--- src/rtl/hight_pkg.sv ---
// HIGHT round-core package: FSM state codes, round constants, whitening key map
// and the byte-level F0/F1/whitening helpers shared by the datapath.
package hight_pkg;

    localparam int unsigned NROUNDS = 32;

    typedef logic [1:0] state_t;

    localparam state_t ST_IDLE  = 2'd0;
    localparam state_t ST_WAIT  = 2'd1;
    localparam state_t ST_ROUND = 2'd2;
    localparam state_t ST_DONE  = 2'd3;

    // Whitening key WK_i is master-key byte MK_{wk_mk_idx(i)}: WK0..3 = MK12..15, WK4..7 = MK0..3.
    function automatic int unsigned wk_mk_idx(input int unsigned i);
        return (i < 4) ? i + 12 : i - 4;
    endfunction

    // F0(x) = rol1 ^ rol2 ^ rol7
    function automatic logic [7:0] f0(input logic [7:0] x);
        return {x[6:0], x[7]} ^ {x[5:0], x[7:6]} ^ {x[0], x[7:1]};
    endfunction

    // F1(x) = rol3 ^ rol4 ^ rol6
    function automatic logic [7:0] f1(input logic [7:0] x);
        return {x[4:0], x[7:5]} ^ {x[3:0], x[7:4]} ^ {x[1:0], x[7:2]};
    endfunction

    // Whitening on lanes 0,2,4,6 with four key bytes; sub selects the inverse (mod-256 subtract).
    function automatic logic [63:0] whiten(input logic [63:0] x, input logic [31:0] k,
                                           input logic sub);
        logic [63:0] y;
        y         = x;
        y[7:0]    = sub ? x[7:0] - k[7:0] : x[7:0] + k[7:0];
        y[23:16]  = x[23:16] ^ k[15:8];
        y[39:32]  = sub ? x[39:32] - k[23:16] : x[39:32] + k[23:16];
        y[55:48]  = x[55:48] ^ k[31:24];
        return y;
    endfunction

endpackage

--- src/rtl/hight_round_fn.sv ---
// HIGHT single round, purely combinational. Encrypt or decrypt (ed), with
// 'last' selecting the unrotated final round (encrypt) / first undo (decrypt).
module hight_round_fn
    import hight_pkg::*;
(
    input  logic [63:0] x,
    input  logic [7:0]  sk0,
    input  logic [7:0]  sk1,
    input  logic [7:0]  sk2,
    input  logic [7:0]  sk3,
    input  logic        ed,
    input  logic        last,
    output logic [63:0] y
);

    logic [7:0] xb [8];
    logic [7:0] yb [8];

    // One round on byte lanes; decrypt recovers the even lanes first, then undoes the odd ones.
    always_comb begin
        for (int i = 0; i < 8; i++) begin
            xb[i] = x[8*i +: 8];
        end
        yb = xb;
        if (ed) begin
            if (last) begin
                yb[1] = xb[1] + (f1(xb[0]) ^ sk0);
                yb[3] = xb[3] ^ (f0(xb[2]) + sk1);
                yb[5] = xb[5] + (f1(xb[4]) ^ sk2);
                yb[7] = xb[7] ^ (f0(xb[6]) + sk3);
            end else begin
                yb[0] = xb[7] ^ (f0(xb[6]) + sk3);
                yb[1] = xb[0];
                yb[2] = xb[1] + (f1(xb[0]) ^ sk0);
                yb[3] = xb[2];
                yb[4] = xb[3] ^ (f0(xb[2]) + sk1);
                yb[5] = xb[4];
                yb[6] = xb[5] + (f1(xb[4]) ^ sk2);
                yb[7] = xb[6];
            end
        end else begin
            if (last) begin
                yb[1] = xb[1] - (f1(xb[0]) ^ sk0);
                yb[3] = xb[3] ^ (f0(xb[2]) + sk1);
                yb[5] = xb[5] - (f1(xb[4]) ^ sk2);
                yb[7] = xb[7] ^ (f0(xb[6]) + sk3);
            end else begin
                yb[0] = xb[1];
                yb[2] = xb[3];
                yb[4] = xb[5];
                yb[6] = xb[7];
                yb[7] = xb[0] ^ (f0(xb[7]) + sk3);
                yb[1] = xb[2] - (f1(xb[1]) ^ sk0);
                yb[3] = xb[4] ^ (f0(xb[3]) + sk1);
                yb[5] = xb[6] - (f1(xb[5]) ^ sk2);
            end
        end
        for (int i = 0; i < 8; i++) begin
            y[8*i +: 8] = yb[i];
        end
    end

endmodule

--- src/rtl/hight_round_core.sv ---
// Iterative HIGHT 64-bit block cipher core: one round per clock, encrypt or decrypt.
// Drives the external subkey generator (sk_init/sk_ed) and consumes sk0..sk3.
// Optional build macro HIGHT_CLR_ON_DONE_EN: wipe data, whitening and dout on DONE->IDLE.
module hight_round_core
    import hight_pkg::*;
#(
    parameter int unsigned SK_LAT = 3
) (
    input  logic         clk,
    input  logic         reset_n,
    input  logic         in_valid,
    output logic         in_ready,
    input  logic         ed,
    input  logic [63:0]  din,
    input  logic [127:0] mk,
    output logic         out_valid,
    input  logic         out_ready,
    output logic [63:0]  dout,
    output logic         sk_init,
    output logic         sk_ed,
    input  logic [7:0]   sk0,
    input  logic [7:0]   sk1,
    input  logic [7:0]   sk2,
    input  logic [7:0]   sk3,
    output logic         busy
);

    localparam logic [2:0] LAT_M1    = 3'(SK_LAT - 1);
    localparam logic [4:0] LAST_RND  = 5'(NROUNDS - 1);
    localparam bit         SKIP_WAIT = (SK_LAT == 1);

    state_t      state_q, state_d;
    logic [2:0]  cnt_q, cnt_d;
    logic [4:0]  rnd_q, rnd_d;
    logic [63:0] data_q, data_d;
    logic [63:0] wk_q, wk_d;
    logic [63:0] dout_q, dout_d;
    logic        ed_q, ed_d;
    // Holds in_ready low until the first clock after reset release.
    logic        armed_q;

    logic [63:0] wk_in;
    logic [63:0] data_in;
    logic [63:0] round_y;
    logic [63:0] data_out;
    logic        round_last;
    logic        accept;

    // Gather the eight whitening bytes from the master key.
    always_comb begin
        wk_in = '0;
        for (int unsigned i = 0; i < 8; i++) begin
            wk_in[8*i +: 8] = mk[8*wk_mk_idx(i) +: 8];
        end
    end

    // Input transform at accept: WK0..3 forward for encrypt, inverse WK4..7 for decrypt.
    always_comb begin
        data_in = ed ? whiten(din, wk_in[31:0], 1'b0) : whiten(din, wk_in[63:32], 1'b1);
    end

    // Decrypt consumes generator round 31 first, so its unrotated step is at r = 0.
    always_comb begin
        round_last = ed_q ? (rnd_q == LAST_RND) : (rnd_q == 5'd0);
    end

    hight_round_fn u_round (
        .x    (data_q),
        .sk0  (sk0),
        .sk1  (sk1),
        .sk2  (sk2),
        .sk3  (sk3),
        .ed   (ed_q),
        .last (round_last),
        .y    (round_y)
    );

    // Output transform after the final round.
    always_comb begin
        data_out = ed_q ? whiten(round_y, wk_q[63:32], 1'b0) : whiten(round_y, wk_q[31:0], 1'b1);
    end

    // Handshake and status outputs decoded from state.
    always_comb begin
        in_ready  = armed_q && (state_q == ST_IDLE);
        accept    = in_valid && in_ready;
        sk_init   = accept;
        sk_ed     = ed_q;
        busy      = (state_q != ST_IDLE);
        out_valid = (state_q == ST_DONE);
        dout      = dout_q;
    end

    // Next-state logic for the FSM and datapath registers.
    always_comb begin
        state_d = state_q;
        cnt_d   = cnt_q;
        rnd_d   = rnd_q;
        data_d  = data_q;
        wk_d    = wk_q;
        dout_d  = dout_q;
        ed_d    = ed_q;
        case (state_q)
            ST_IDLE: begin
                if (accept) begin
                    ed_d    = ed;
                    wk_d    = wk_in;
                    data_d  = data_in;
                    rnd_d   = 5'd0;
                    cnt_d   = LAT_M1;
                    state_d = SKIP_WAIT ? ST_ROUND : ST_WAIT;
                end
            end
            ST_WAIT: begin
                cnt_d = cnt_q - 3'd1;
                if (cnt_q <= 3'd1) begin
                    state_d = ST_ROUND;
                end
            end
            ST_ROUND: begin
                rnd_d = rnd_q + 5'd1;
                if (rnd_q == LAST_RND) begin
                    data_d  = data_out;
                    dout_d  = data_out;
                    state_d = ST_DONE;
                end else begin
                    data_d = round_y;
                end
            end
            ST_DONE: begin
                if (out_ready) begin
                    state_d = ST_IDLE;
`ifdef HIGHT_CLR_ON_DONE_EN
                    data_d  = '0;
                    wk_d    = '0;
                    dout_d  = '0;
`endif
                end
            end
            default: begin
                state_d = ST_IDLE;
            end
        endcase
    end

    // State and datapath registers; reset aborts any block in flight.
    always_ff @(posedge clk or negedge reset_n) begin
        if (!reset_n) begin
            state_q <= ST_IDLE;
            cnt_q   <= '0;
            rnd_q   <= '0;
            data_q  <= '0;
            wk_q    <= '0;
            dout_q  <= '0;
            ed_q    <= 1'b0;
            armed_q <= 1'b0;
        end else begin
            state_q <= state_d;
            cnt_q   <= cnt_d;
            rnd_q   <= rnd_d;
            data_q  <= data_d;
            wk_q    <= wk_d;
            dout_q  <= dout_d;
            ed_q    <= ed_d;
            armed_q <= 1'b1;
        end
    end

endmodule

--- config.mk ---
export PLATFORM = sky130hd
export DESIGN_NAME = hight_round_core
export DESIGN_NICKNAME = d
export VERILOG_FILES = /design/src/rtl/hight_pkg.sv /design/src/rtl/hight_round_fn.sv /design/src/rtl/hight_round_core.sv
export SDC_FILE = /design/constraint.sdc
export NUM_CORES = 1
export LEC_CHECK = 0
export CAP_MARGIN = 25
export CORE_MARGIN = 1.5
export CORE_UTILIZATION = 35
export CTS_BUF_LIST = sky130_fd_sc_hd__clkbuf_8
export CTS_CLUSTER_SIZE = 12
export DETAILED_ROUTE_END_ITERATION = 8
export SETUP_SLACK_MARGIN = 0.1
export SLEW_MARGIN = 20
export SYNTH_ARGS = -nofsm -noshare
export SYNTH_HDL_FRONTEND = slang
export SYNTH_HIERARCHICAL = 1
export SYNTH_SLANG_ARGS = --single-unit
--- constraint.sdc ---
create_clock -name clk -period 4.8 [get_ports clk]
set_input_delay 0.48 -clock clk [delete_from_list [all_inputs] [get_ports clk]]
set_output_delay 0.48 -clock clk [all_outputs]
set_load 0.02 [all_outputs]
Word level (Yosys, flattened, before mapping)
Cells that the tools add are included.
{"block": "classes", "bitwise_logic": 32, "shift": 0, "n_div": 0, "n_reduce_logical": 12, "addsub": 20, "n_mux": 32, "eq_ne": 8, "n_lt_le_gt_ge": 1, "multipliers": 0}
{"operator": "$xor 8x8->8", "n": 32}
{"operator": "$mux 56", "n": 3}
{"operator": "$mux 64", "n": 2}
{"operator": "$mux 8", "n": 16}
{"operator": "$pmux 64 s2", "n": 1}
{"operator": "$add 8x8->8", "n": 10}
{"operator": "$sub 8x8->8", "n": 8}
{"operator": "$pmux 5 s2", "n": 1}
{"operator": "$mux 2", "n": 4}
{"operator": "$pmux 2 s4", "n": 1}
{"operator": "$reduce_and 2->1", "n": 4}
{"operator": "$ne 2x2->1 const B", "n": 3}
{"operator": "$pmux 3 s2", "n": 1}
{"operator": "$reduce_bool 2->1", "n": 3}
{"operator": "$add 5x1->5 const B", "n": 1}
{"operator": "$eq 5x5->1 const B", "n": 1}
{"operator": "$logic_not 5->1", "n": 1}
{"operator": "$mux 5", "n": 1}
{"operator": "$eq 2x2->1 const B", "n": 2}
{"operator": "$reduce_and 4->1", "n": 1}
{"operator": "$le 3x1->1 const B", "n": 1}
{"operator": "$mux 3", "n": 1}
{"operator": "$sub 3x1->3 const B", "n": 1}
{"operator": "$eq 2x1->1 const B", "n": 1}
{"operator": "other kinds (4)", "n": 5}
{"block": "totals", "word_cells": 113, "latchBits": 0, "out_inout_bits": 69, "ff_bits": 204, "mem_bits_ro": 0, "n_memories": 0, "ramBits": 0, "inputBits": 229}

Logic depth before layout (Yosys ltp)
Gate-level depths: netlist of run 1.
{"block": "logic_depth", "depth_word": 10, "depth_mapped": 23, "depth_no_buf": 17}

Hierarchy
The synthesis of run 1 kept the hierarchy.
{"mod": "hight_round_core", "cells_per_inst": 1175, "n_inst": 1, "seq_area_each_um2": 5104.9, "area_each_um2": 11101.9}
{"mod": "hight_round_fn", "cells_per_inst": 849, "n_inst": 1, "seq_area_each_um2": 0.0, "area_each_um2": 6119.6}

Least setup slack after synthesis of run 1
Ideal clock, no wire load.
{"block": "synth_timing", "path_kind": "reg-to-reg", "startpoint": "reg rnd_q[0]", "endpoint": "reg dout_q[6], in the netlist dout[6]", "arrival_ps": 4232, "stages_incl_launch_ff": 24, "setup_ps": 128, "path_buffers": 7, "slack_ps": 441, "cell_sequence": "dfrtp_1 -> ha_1 -> and3_1 -> ha_1 -> clkbuf_1 -> buf_6 -> clkbuf_1 -> a22o_1 -> clkbuf_1 -> buf_2 -> buf_2 -> buf_1 -> nand2_1 -> o21ai_0 -> ha_1 -> inv_1 -> fa_1 -> nor2b_1 -> o21ai_1 -> nand2b_1 -> a21o_1 -> a21oi_1 -> xnor2_1 -> mux2_1"}
{"block": "synth_between", "elab_chain_len": 6, "word_cells_on_any_way": 10, "cone_classes": "add/sub: 2; eq/ne: 1; mux: 5; reduce/logical: 2"}
{"element": "start, declared", "line_no": "hight_round_core.sv:34", "text": "logic [4:0] rnd_q, rnd_d;"}
{"element": "start signal, assigned", "line_no": "hight_round_core.sv:160", "text": "rnd_q <= rnd_d;"}
{"element": "$eq 5x5->1 / $logic_not 5->1 (equally long branches)", "line_no": "hight_round_core.sv:64", "text": "round_last = ed_q ? (rnd_q == LAST_RND) : (rnd_q == 5'd0);"}
{"element": "$mux 1 *", "line_no": "hight_round_core.sv:64"}
{"element": "via round_last", "line_no": "hight_round_core.sv:46", "text": "logic round_last;"}
{"element": "$mux 8, on equally long branches", "line_no": "hight_round_fn.sv:42, hight_round_fn.sv:26"}
{"element": "$mux 64 *", "line_no": "hight_round_fn.sv:25", "text": "if (ed) begin"}
{"element": "via round_y[0]", "line_no": "hight_round_core.sv:44", "text": "logic [63:0] round_y;"}
{"element": "$sub 8x8->8 / $add 8x8->8 (equally long branches)", "line_no": "hight_pkg.sv:34", "text": "y[7:0] = sub ? x[7:0] - k[7:0] : x[7:0] + k[7:0];"}
{"element": "$mux 56 *", "line_no": "hight_round_core.sv:80", "text": "data_out = ed_q ? whiten(round_y, wk_q[63:32], 1'b0) : whiten(round_y, wk_q[31:0], 1'b1);"}
{"element": "end signal, assigned", "line_no": "hight_round_core.sv:163", "text": "dout_q <= dout_d;"}
{"element": "end, declared", "line_no": "hight_round_core.sv:37", "text": "logic [63:0] dout_q, dout_d;"}
The timed path passes the listed nets; every way through them passes the cells marked *.
A chain may end at the register's enable or synchronous reset.

Worst setup path in the final report of run 1
{"block": "layout_timing", "startpoint": "reg data_q[22]", "endpoint": "reg data_q[39]"}
{"block": "layout_between", "elab_chain_len": 10, "word_cells_on_any_way": 11, "cone_classes": "add/sub: 3; mux: 5; bitwise: 3"}
{"element": "start, declared", "line_no": "hight_round_core.sv:35", "text": "logic [63:0] data_q, data_d;"}
{"element": "start signal, assigned", "line_no": "hight_round_core.sv:161", "text": "data_q <= data_d;"}
{"element": "$xor 8x8->8 * (2 in series)", "line_no": "hight_pkg.sv:21", "text": "return {x[6:0], x[7]} ^ {x[5:0], x[7:6]} ^ {x[0], x[7:1]};"}
{"element": "$add 8x8->8 *", "line_no": "hight_round_fn.sv:36", "text": "yb[4] = xb[3] ^ (f0(xb[2]) + sk1);"}
{"element": "$xor 8x8->8 *", "line_no": "hight_round_fn.sv:36"}
{"element": "$mux 8 *", "line_no": "hight_round_fn.sv:26", "text": "if (last) begin"}
{"element": "$mux 64 *", "line_no": "hight_round_fn.sv:25"}
{"element": "via round_y[33]", "line_no": "hight_round_core.sv:44"}
{"element": "$sub 8x8->8 / $add 8x8->8 (equally long branches)", "line_no": "hight_pkg.sv:36", "text": "y[39:32] = sub ? x[39:32] - k[23:16] : x[39:32] + k[23:16];"}
{"element": "$mux 56 *", "line_no": "hight_round_core.sv:80"}
{"element": "$mux 56 *", "line_no": "hight_round_core.sv:122", "text": "if (rnd_q == LAST_RND) begin"}
{"element": "$pmux 64 s2 *", "line_no": "hight_round_core.sv:103", "text": "case (state_q)"}
Marks and branches as above.

==> reports/qor.yml, run 1 <==
fin_skew_ns: 0.0405
drive_gt1_share_pct: 5.67
syn-cell-area_sq_um: 17200
rows: 81
slew_violations: 0
critical_path_class: "flop to flop"
status: "finished, final reports clean"
max_freq_mhz: 234
end_kind: "flop"
netlist_instances: 2024
first_pass_iters: 6
final_common_cell: "nand2_1"
wirelength_microns: 58200
wl_per_cell_microns: 20.2
muxShareOfSynthArea_pct: 8.61
die_h_microns: 225
initial_core_util_pct: 35.3
relSlewSlack_pct: 33.9
yosysUniqueCellTypes: 65
worstMarginPinSlew_ns: 0.992
syn-num-nets: 2385
cts_sinks: 204
post_dp_cell_area_sq_um: 20100
synth_xor_area_share_pct: 17.3
ios: 298
area_growth_pct: 21.6
post_cts_buffers: 0
grt_max_degree: 125
root_buffer: "clkbuf_8"
max-cap-violations: 0
grt_pass1_wl_microns: 87800
post_cts_resized: 0
yosys.area_share.simple_pct: 13.8
die_x_microns: 225
htree_levels: 2
nets: 2554
setup_viol: 0
hold_violations: 0
antenna_found_initial: 0
path_clk_slew_ns: 0.06
cts-buffers-inserted: 40
synth_top_family_by_area: "XOR/XNOR gates"
hold_path.class: "input pin to async pin"
cts_tree: "done"
place_congestion: 0.921
min_period_over_period_pct: 89.0
route.vias.total: 14925
overflow: 0
grt_pass1_vias: 14649
crit_required_ns: 5.32
port-buffer-count: 233
core_sq_um: 48700
dp_hpwl_microns: 44800
drtIter0Drc: 1072
startpoint_type: "flop"
final.setup.tns_ns: 0
ctsLongestPathBuffers: 3
drtAntennaViolNets: 0
cp.arrival_ns: 4.79
drc: 0
synth-main-ff-cell: "dfrtp_1"
synth_compound_area_share_pct: 15.5
synth_edf_count: 0
die_area_sq_um: 50500
synthArstFlopShare_pct: 100
num_antenna_cells: 0
rsz0062_at_grt: "false"
mostFrequentLayoutCells: "nand2_1, xnor2_1, clkdlybuf4s50_1, dfrtp_1, ha_1"
post-route-min-period_ns: 4.27
clock_latency_ns: 0.62
postSynthAreaPerCell_sq_um: 8.51
design_area_sq_um: 20900
synthAdderAreaFrac_pct: 10.2
track_usage_pct: 22.9
cts-hold-fix-buffers: 0
synth-seq-cells: 204
avgViaCountPerCell: 5.17
path_max_fanout: 2
seq_area_frac_synth_pct: 29.6
yosysWarnings: 6
worstRegToRegCells: 16
## worst paths after layout
kind	from	to	slack, ns
max	data_q[22]	data_q[39]	0.53
min	reset_n	wk_q[39]	0.005
max reg2reg	data_q[22]	data_q[39]	0.53
min reg2reg	wk_q[62]	wk_q[62]	0.47
max in group asynchronous	reset_n	data_q[11]	3.77
min in group clk	ed	sk_ed	0.38
## cell type report
| type | count | area, sq um |
|---|---|---|
| Sequential cell | 204 | 5110 |
| Clock inverter | 25 | 175 |
| Inverter | 68 | 259 |
| Multi-Input combinational cell | 1611 | 11300 |
| Clock buffer | 46 | 633 |
| Tap cell | 664 | 831 |
| Timing Repair Buffer | 268 | 2620 |
| Fill cell | 4827 | 27800 |
## critical path, cell delays in order (launching register included)
cell,delay (ns)
dfrtp_1,0.39
xnor2_1,0.14
xnor2_1,0.34
ha_1,0.27
fa_1,0.45
xnor2_1,0.16
nor2_1,0.19
a21oi_1,0.11
o21ai_0,0.41
ha_1,0.32
a211oi_1,0.27
o21bai_1,0.14
or3_1,0.33
a31oi_1,0.22
xor2_1,0.17
nand3_1,0.12
a21oi_1,0.17
## synth_stat cells (all sizes together), types with 38 or more instances
library cell	number	share of area, %
nand2	354	7.7
xnor2	264	13
dfrtp	204	30
o21ai	161	4.7
ha	118	8.6
a21oi	114	3.3
clkbuf	103	2.2
nor2	93	2.0
mux2i	84	4.9
xor2	76	3.9
inv	67	1.5
mux2	49	3.2
buf	38	1.2
## registers in the layout (all words and copies together), names as in the netlist
signal   count
state_q      2
armed_q      1
data_q      64
rnd_q        5
dout        64
wk_q        64
sk_ed        1
cnt_q        3
## metal layers
layer / wire length, microns / global-route usage (%)
met5: 0 / 0
met1: 26300 / 31.1
met2: 26200 / 36.2
met4: 1950 / 8.16
met3: 3750 / 4.53
## kinds of logic after synthesis
logic type / after synthesis
xor+xnor: 340
mux: 137
other cells: 1
buf+inv: 209
simple gates: 558
fa+ha+maj: 132
flops: 204
compound gates: 443
## stage by stage
step | cells | util [%] | setup WS (ns) | hold slack, ns
2_1_floorplan | 2024 | - | 0.441 | 0.184
3_3_place_gp | 2814 | 41.3 | 0.536 | 0.456
3_5_place_dp | 2814 | 41.3 | 0.496 | 0.462
4_1_cts | 2885 | 42.9 | 0.606 | 0.0770
5_1_grt | 2886 | 43.0 | 0.341 | 0.0740
6_report | 2886 | 43.0 | 0.528 | 0.00549
Power of run 1 is left out: the tool's default activity adds up to more than one toggle a clock period on the data nets, which glitch-free logic cannot reach.
==> run 2, diff against run 1 <==
Settings changed: HOLD_SLACK_MARGIN from default to 0.08, SLEW_MARGIN 20 to 40.
==> run 2 against run 1 <==
Final area is 0.54% higher. Register-to-register slack hardly changed. Worst hold slack better by 0.41 ns. Fmax hardly changed. Sequential share of layout area is 0.13 points lower. Non-clock buffer count is 1 higher. Global-route usage hardly changed. Clock skew is 0.0055 ns lower.
==> reports/qor.yml, run 2 (synthesis results as in run 1) <==
htree_levels: 2  # unchanged
place_ws_ns: 0.505  # +0.00895 ns
slew_violations: 0  # unchanged
path_cells: "xnor2_1 -> xnor2_1 -> ha_1 -> fa_1 -> xnor2_1 -> nor2_1 -> a21oi_1 -> o21ai_0 -> ha_1 -> a211oi_1 -> o21bai_1 -> or3_1 -> a31oi_1 -> xor2_1 -> nand3_1 -> a21oi_1"
nets: 2555  # +0.039%
critPathMostFrequentCell: "xnor2_1"
busiest_layer: "met2"
timing.rr.start: "data_q[22]"
holdPathStages: 3
relSlewSlack_pct: 45.9  # +12 points
first_pass_iters: 5  # -1
avgViaCountPerCell: 5.16  # -0.18%
hold_slack_ns: 0.413  # +0.408 ns
cp.arrival_ns: 4.81  # +0.02 ns
crit_required_ns: 5.33  # about the same
drtAntennaViolNets: 0  # unchanged
drive_gt1_share_pct: 5.85  # +0.17 points
startpoint_type: "flop"
die_h_microns: 225  # unchanged
fill_cells: 4843  # +0.33%
final.setup.tns_ns: 0  # unchanged
setup_viol: 0  # unchanged
crit_slowest_cell: "fa_1"
max-cap-violations: 0  # unchanged
num_antenna_cells: 0  # unchanged
ios: 298  # unchanged
ctsLongestPathBuffers: 3  # unchanged
grt_pass1_wl_microns: 88100  # +0.38%
overflow: 0  # unchanged
setup_slack_ns: 0.524  # -0.00410 ns
post_cts_resized: 0  # unchanged
met2_usage_pct: 36.6  # +0.38 points
dp_hpwl_microns: 44800  # about the same
grt_max_degree: 125  # unchanged
hold_violations: 0  # unchanged
max_freq_mhz: 234  # about the same
mostFrequentLayoutCells: "nand2_1, xnor2_1, clkdlybuf4s50_1, dfrtp_1, ha_1"
die_x_microns: 225  # unchanged
grtUsageMet3_pct: 3.80  # -0.73 points
worstHoldStart: "ed"
wirelength_microns: 58300  # about the same
grt_pass1_vias: 14642  # -0.048%
path_clk_slew_ns: 0.06  # about the same
cpPeakStageDelay_ns: 0.44  # about the same
final_common_cell: "nand2_1"
drc: 0  # unchanged
fin_skew_ns: 0.0350  # -0.00546 ns
end_kind: "flop"
critical_path_class: "flop to flop"
rows: 81  # unchanged
wl_per_cell_microns: 20.2  # about the same
clock_latency_ns: 0.62  # about the same
path_max_fanout: 2  # unchanged
worstMarginPinSlew_ns: 0.804  # -0.188 ns
root_buffer: "clkbuf_8"
route.vias.total: 14908  # -0.11%
core_sq_um: 48700  # unchanged
grtUsageMet1_pct: 31.6  # +0.49 points
post_cts_buffers: 0  # unchanged
port-buffer-count: 233  # unchanged
cts-buffers-inserted: 40  # unchanged
track_usage_pct: 22.9  # -0.032 points
area_growth_pct: 22.3
worstRegToRegCells: 16  # unchanged
hold_path.class: "input pin to flop"
rsz0062_at_grt: "false"
die_area_sq_um: 50500  # unchanged
cts_tree: "done"
initial_core_util_pct: 35.3  # unchanged
seq_area_sq_um: 5110  # unchanged
post-route-min-period_ns: 4.28  # +0.00410 ns
antenna_found_initial: 0  # unchanged
crit_start: "data_q[22]"
place_congestion: 0.921  # unchanged
min_period_over_period_pct: 89.1  # about the same
multi_input_area_sq_um: 11300  # about the same
drtIter0Drc: 1021  # -4.8%
cts_sinks: 204  # unchanged
status: "finished, final reports clean"
[run 2: worst max-delay path: cells and delay by family (launching register included)]
| family | cells | cell delay [ns] |
|---|---|---|
| adder cells (fa/ha/maj) | 3 | 1.04 |
| XOR/XNOR | 4 | 0.81 |
| AO/OA/AOI/OAI | 6 | 1.32 |
| flip-flops | 1 | 0.39 |
| AND/OR/NAND/NOR | 3 | 0.63 |
[run 2: path summary, 6_finish.rpt]
path                                    to  slack (ns)
worst max-delay path            data_q[39]        0.52
max in group asynchronous         dout[12]        3.40
worst min-delay path                 sk_ed        0.41
worst min register to register    wk_q[50]        0.47
min in group asynchronous        data_q[3]        0.49
worst max register to register  data_q[39]        0.52
[run 2: cell type report]
type / instances / area share, %
Timing Repair Buffer: 269 / 12.6
Inverter: 68 / 1.23
Multi-Input combinational cell: 1611 / 53.8
Tap cell: 664 / 3.95
Clock buffer: 48 / 3.14
Sequential cell: 204 / 24.3
Clock inverter: 24 / 1.09
[run 2: what timing repair did]
item,4_1_cts,5_1_grt
setup endpoints to repair,0,0
hold buffers,1,0
endpoints found under the hold margin,123,0
[run 2: through the flow]
step                cells  area (sq um)  util [%]
floorplan            2024         17200         -
global placement     2814         20100      41.3
detailed placement   2814         20100      41.3
CTS                  2887         21000      43.1
global route         2888         21100      43.2
finish               2888         21100      43.2
[run 2: metal layers]
layer  share of wire (%)  wire length (microns)
met4                 2.9                   1680
met2                  45                  26500
met3                 6.0                   3480
met5                   0                      0
met1                  46                  26600
Power of run 2 is left out for the same reason.
==> run 3, diff against run 2 <==
Settings changed: ABC_AREA from default to 1, ABC_CLOCK_PERIOD_IN_PS from default to 4800.
==> run 3 against run 2 <==
Clock-buffer cell count is 3 lower. Sequential share of layout area is 0.44 points lower. Fmax is 5.0% higher. Utilization is 1.3 points lower. Highest routed layer unchanged. Clock skew is 0.0068 ns higher. Routed wire length is 11% higher.
==> reports/qor.yml, run 3 <==
status: "finished, final reports clean"
area_growth_pct: 18.6
cts_sinks: 204  # unchanged
synth_edf_count: 0  # unchanged
grt_pass1_vias: 17052  # +16%
final_common_cell: "nand2_1"
port-buffer-count: 233  # unchanged
drtAntennaViolNets: 0  # unchanged
synth_top_area_share_pct: 28.3  # -1.4 points
drc: 0  # unchanged
path_delay_family: "adder cells"
post-route-min-period_ns: 4.07  # -0.203 ns
nets: 3127  # +22%
ctsLongestPathBuffers: 3  # unchanged
critPathMostFrequentCell: "nand2_1"
dp_hpwl_microns: 49600  # +11%
critical_path_class: "flop to flop"
grt_max_degree: 118  # -5.6%
wirelength_microns: 64700  # +11%
die_area_sq_um: 53000  # +4.8%
hold_path.class: "input pin to async pin"
drtIter0Drc: 1355  # +33%
cpPeakStageDelay_ns: 0.63  # +0.19 ns
mostFrequentLayoutCells: "nand2_1, inv_1, clkdlybuf4s50_1, dfrtp_1, nand3_1"
postSynthAreaPerCell_sq_um: 6.93  # -19%
startpoint_type: "flop"
drive_gt1_share_pct: 4.52  # -1.3 points
max-cap-violations: 0  # unchanged
syn-cell-area_sq_um: 18100  # +4.9%
route.vias.total: 17764  # +19%
cts_tree: "done"
die_h_microns: 230  # +2.4%
relSlewSlack_pct: 43.7  # -2.2 points
hold_slack_ns: 0.388  # -0.0253 ns
crit_required_ns: 5.35  # +0.02 ns
worstMarginPinSlew_ns: 0.835  # +0.0311 ns
hold_violations: 0  # unchanged
die_x_microns: 230  # +2.4%
yosysWarnings: 6  # unchanged
post_cts_buffers: 0  # unchanged
instances_no_fill: 3469  # +20%
overflow: 0  # unchanged
place_congestion: 0.951  # +3.2%
root_buffer: "clkbuf_8"
grt_pass1_wl_microns: 99600  # +13%
path_max_fanout: 8  # +6
initial_core_util_pct: 35.3  # -0.051 points
ios: 298  # unchanged
dp_cells: 3403  # +21%
avgViaCountPerCell: 5.12  # -0.80%
first_pass_iters: 6  # +1
end_kind: "flop"
synth_common_cells: "nand2_1, inv_1, dfrtp_1"
rows: 83  # +2.5%
seq_area_frac_synth_pct: 28.3  # -1.4 points
min_period_over_period_pct: 84.9  # -4.2 points
cts-buffers-inserted: 40  # unchanged
antenna_found_initial: 0  # unchanged
final.setup.tns_ns: 0  # unchanged
utilization_pct: 41.8  # -1.3 points
clock_latency_ns: 0.61  # about the same
cp.arrival_ns: 4.63  # -0.18 ns
syn-num-nets: 2969  # +24%
setup_viol: 0  # unchanged
synthTopCellsByArea: "dfrtp_1, nand2_1, ha_1"
max_freq_mhz: 246  # +5.0%
yosysTopAreaCell: "dfrtp_1"
slew_violations: 0  # unchanged
netlist_instances: 2608  # +29%
htree_levels: 2  # unchanged
path_clk_slew_ns: 0.06  # about the same
yosysUniqueCellTypes: 48  # -26%
synth_most_common_cell: "nand2_1"
path_buf_inv: 4  # +4
core_sq_um: 51200  # +5.0%
synth-main-ff-cell: "dfrtp_1"
path_cells: "xnor2_1 -> xor2_1 -> inv_1 -> ha_1 -> fa_1 -> xor2_1 -> nor2_1 -> a221oi_1 -> inv_1 -> fa_1 -> inv_1 -> nand3_1 -> nand2_1 -> nand2_1 -> nand2_1 -> a21oi_2 -> xnor2_1 -> nand2_1 -> nand3b_1 -> nand2_1 -> inv_1"
wl_per_cell_microns: 18.6  # -7.6%
crit_slowest_cell: "dfrtp_1"
fin_skew_ns: 0.0418  # +0.00677 ns
synth-seq-cells: 204  # unchanged
synthArstFlopShare_pct: 100  # unchanged
rsz0062_at_grt: "false"
track_usage_pct: 24.2  # +1.3 points
-- run 3: cell count changes after synthesis, moves of 28 or more --
cell,before,now
buf_2,12,76
mux2i_1,84,0
nand4_1,0,37
nand3_1,12,157
clkbuf_1,103,36
o21ai_0,60,132
nor2b_1,28,0
inv_1,61,301
xnor2_1,264,123
mux2_1,41,0
o21ai_1,101,53
nand2_1,354,812
-- run 3: path summary, 6_finish.rpt --
kind	start	end	slack (ns)	cells after the start
min in group clk	din[63]	data_q[63]	0.45	3
max in group asynchronous	reset_n	dout[3]	3.41	3
worst max-delay path	data_q[54]	data_q[6]	0.73	21
worst min-delay path	reset_n	data_q[30]	0.39	2
worst max register to register	data_q[54]	data_q[6]	0.73	21
worst min register to register	dout[19]	dout[19]	0.48	2
-- run 3: routing by layer --
layer	track usage (%)	share of wire, %	vias to the layer above
met5	0	0	-
met3	3.03	5.7	114
met2	38.6	45	583
li1	-	-	8654
met1	33.8	46	8413
met4	7.84	3.1	0
-- run 3: worst reg2reg max path, cell delays in order (launching register included) --
cell and delay [ns]:
dfrtp_1 0.63, xnor2_1 0.19, xor2_1 0.15, inv_1 0.05
ha_1 0.20, fa_1 0.53, xor2_1 0.19, nor2_1 0.06
a221oi_1 0.49, inv_1 0.15, fa_1 0.46, inv_1 0.11
nand3_1 0.07, nand2_1 0.11, nand2_1 0.06, nand2_1 0.07
a21oi_2 0.05, xnor2_1 0.14, nand2_1 0.08, nand3b_1 0.10
nand2_1 0.05, inv_1 0.04
-- run 3: kinds of logic after synthesis --
family | share of synthesized area (%)
AOI/OAI and AO/OA | 12.6
xor gates and xnor gates | 11.1
adders and majority gates | 9.73
buffers and inverters | 11.0
DFF | 28.3
other | 0.0208
and+or+nand+nor | 27.3
-- run 3: final cells by class --
type	instances	area (sq um)
multi-input combinational	1942	11000
clock buffer	45	619
clock inverter	19	82.6
timing repair buffer	259	2560
sequential	204	5100
fill	5387	29800
inverter	319	1200
tap	680	851
antenna	1	2.50
-- run 3: timing repair --
item                      in CTS  in global routing
resized for setup              0                  0
hold endpoints to repair      38                  0
hold buffers                   1                  0
-- run 3: stage by stage --
stage / area, sq um / worst slack [ns]
floorplan: 18100 / 1.30
CTS: 21400 / 0.794
global route: 21400 / 0.491
detailed placement: 20700 / 0.812
finish: 21400 / 0.727
global placement: 20700 / 0.832
Power of run 3 is left out for the same reason.
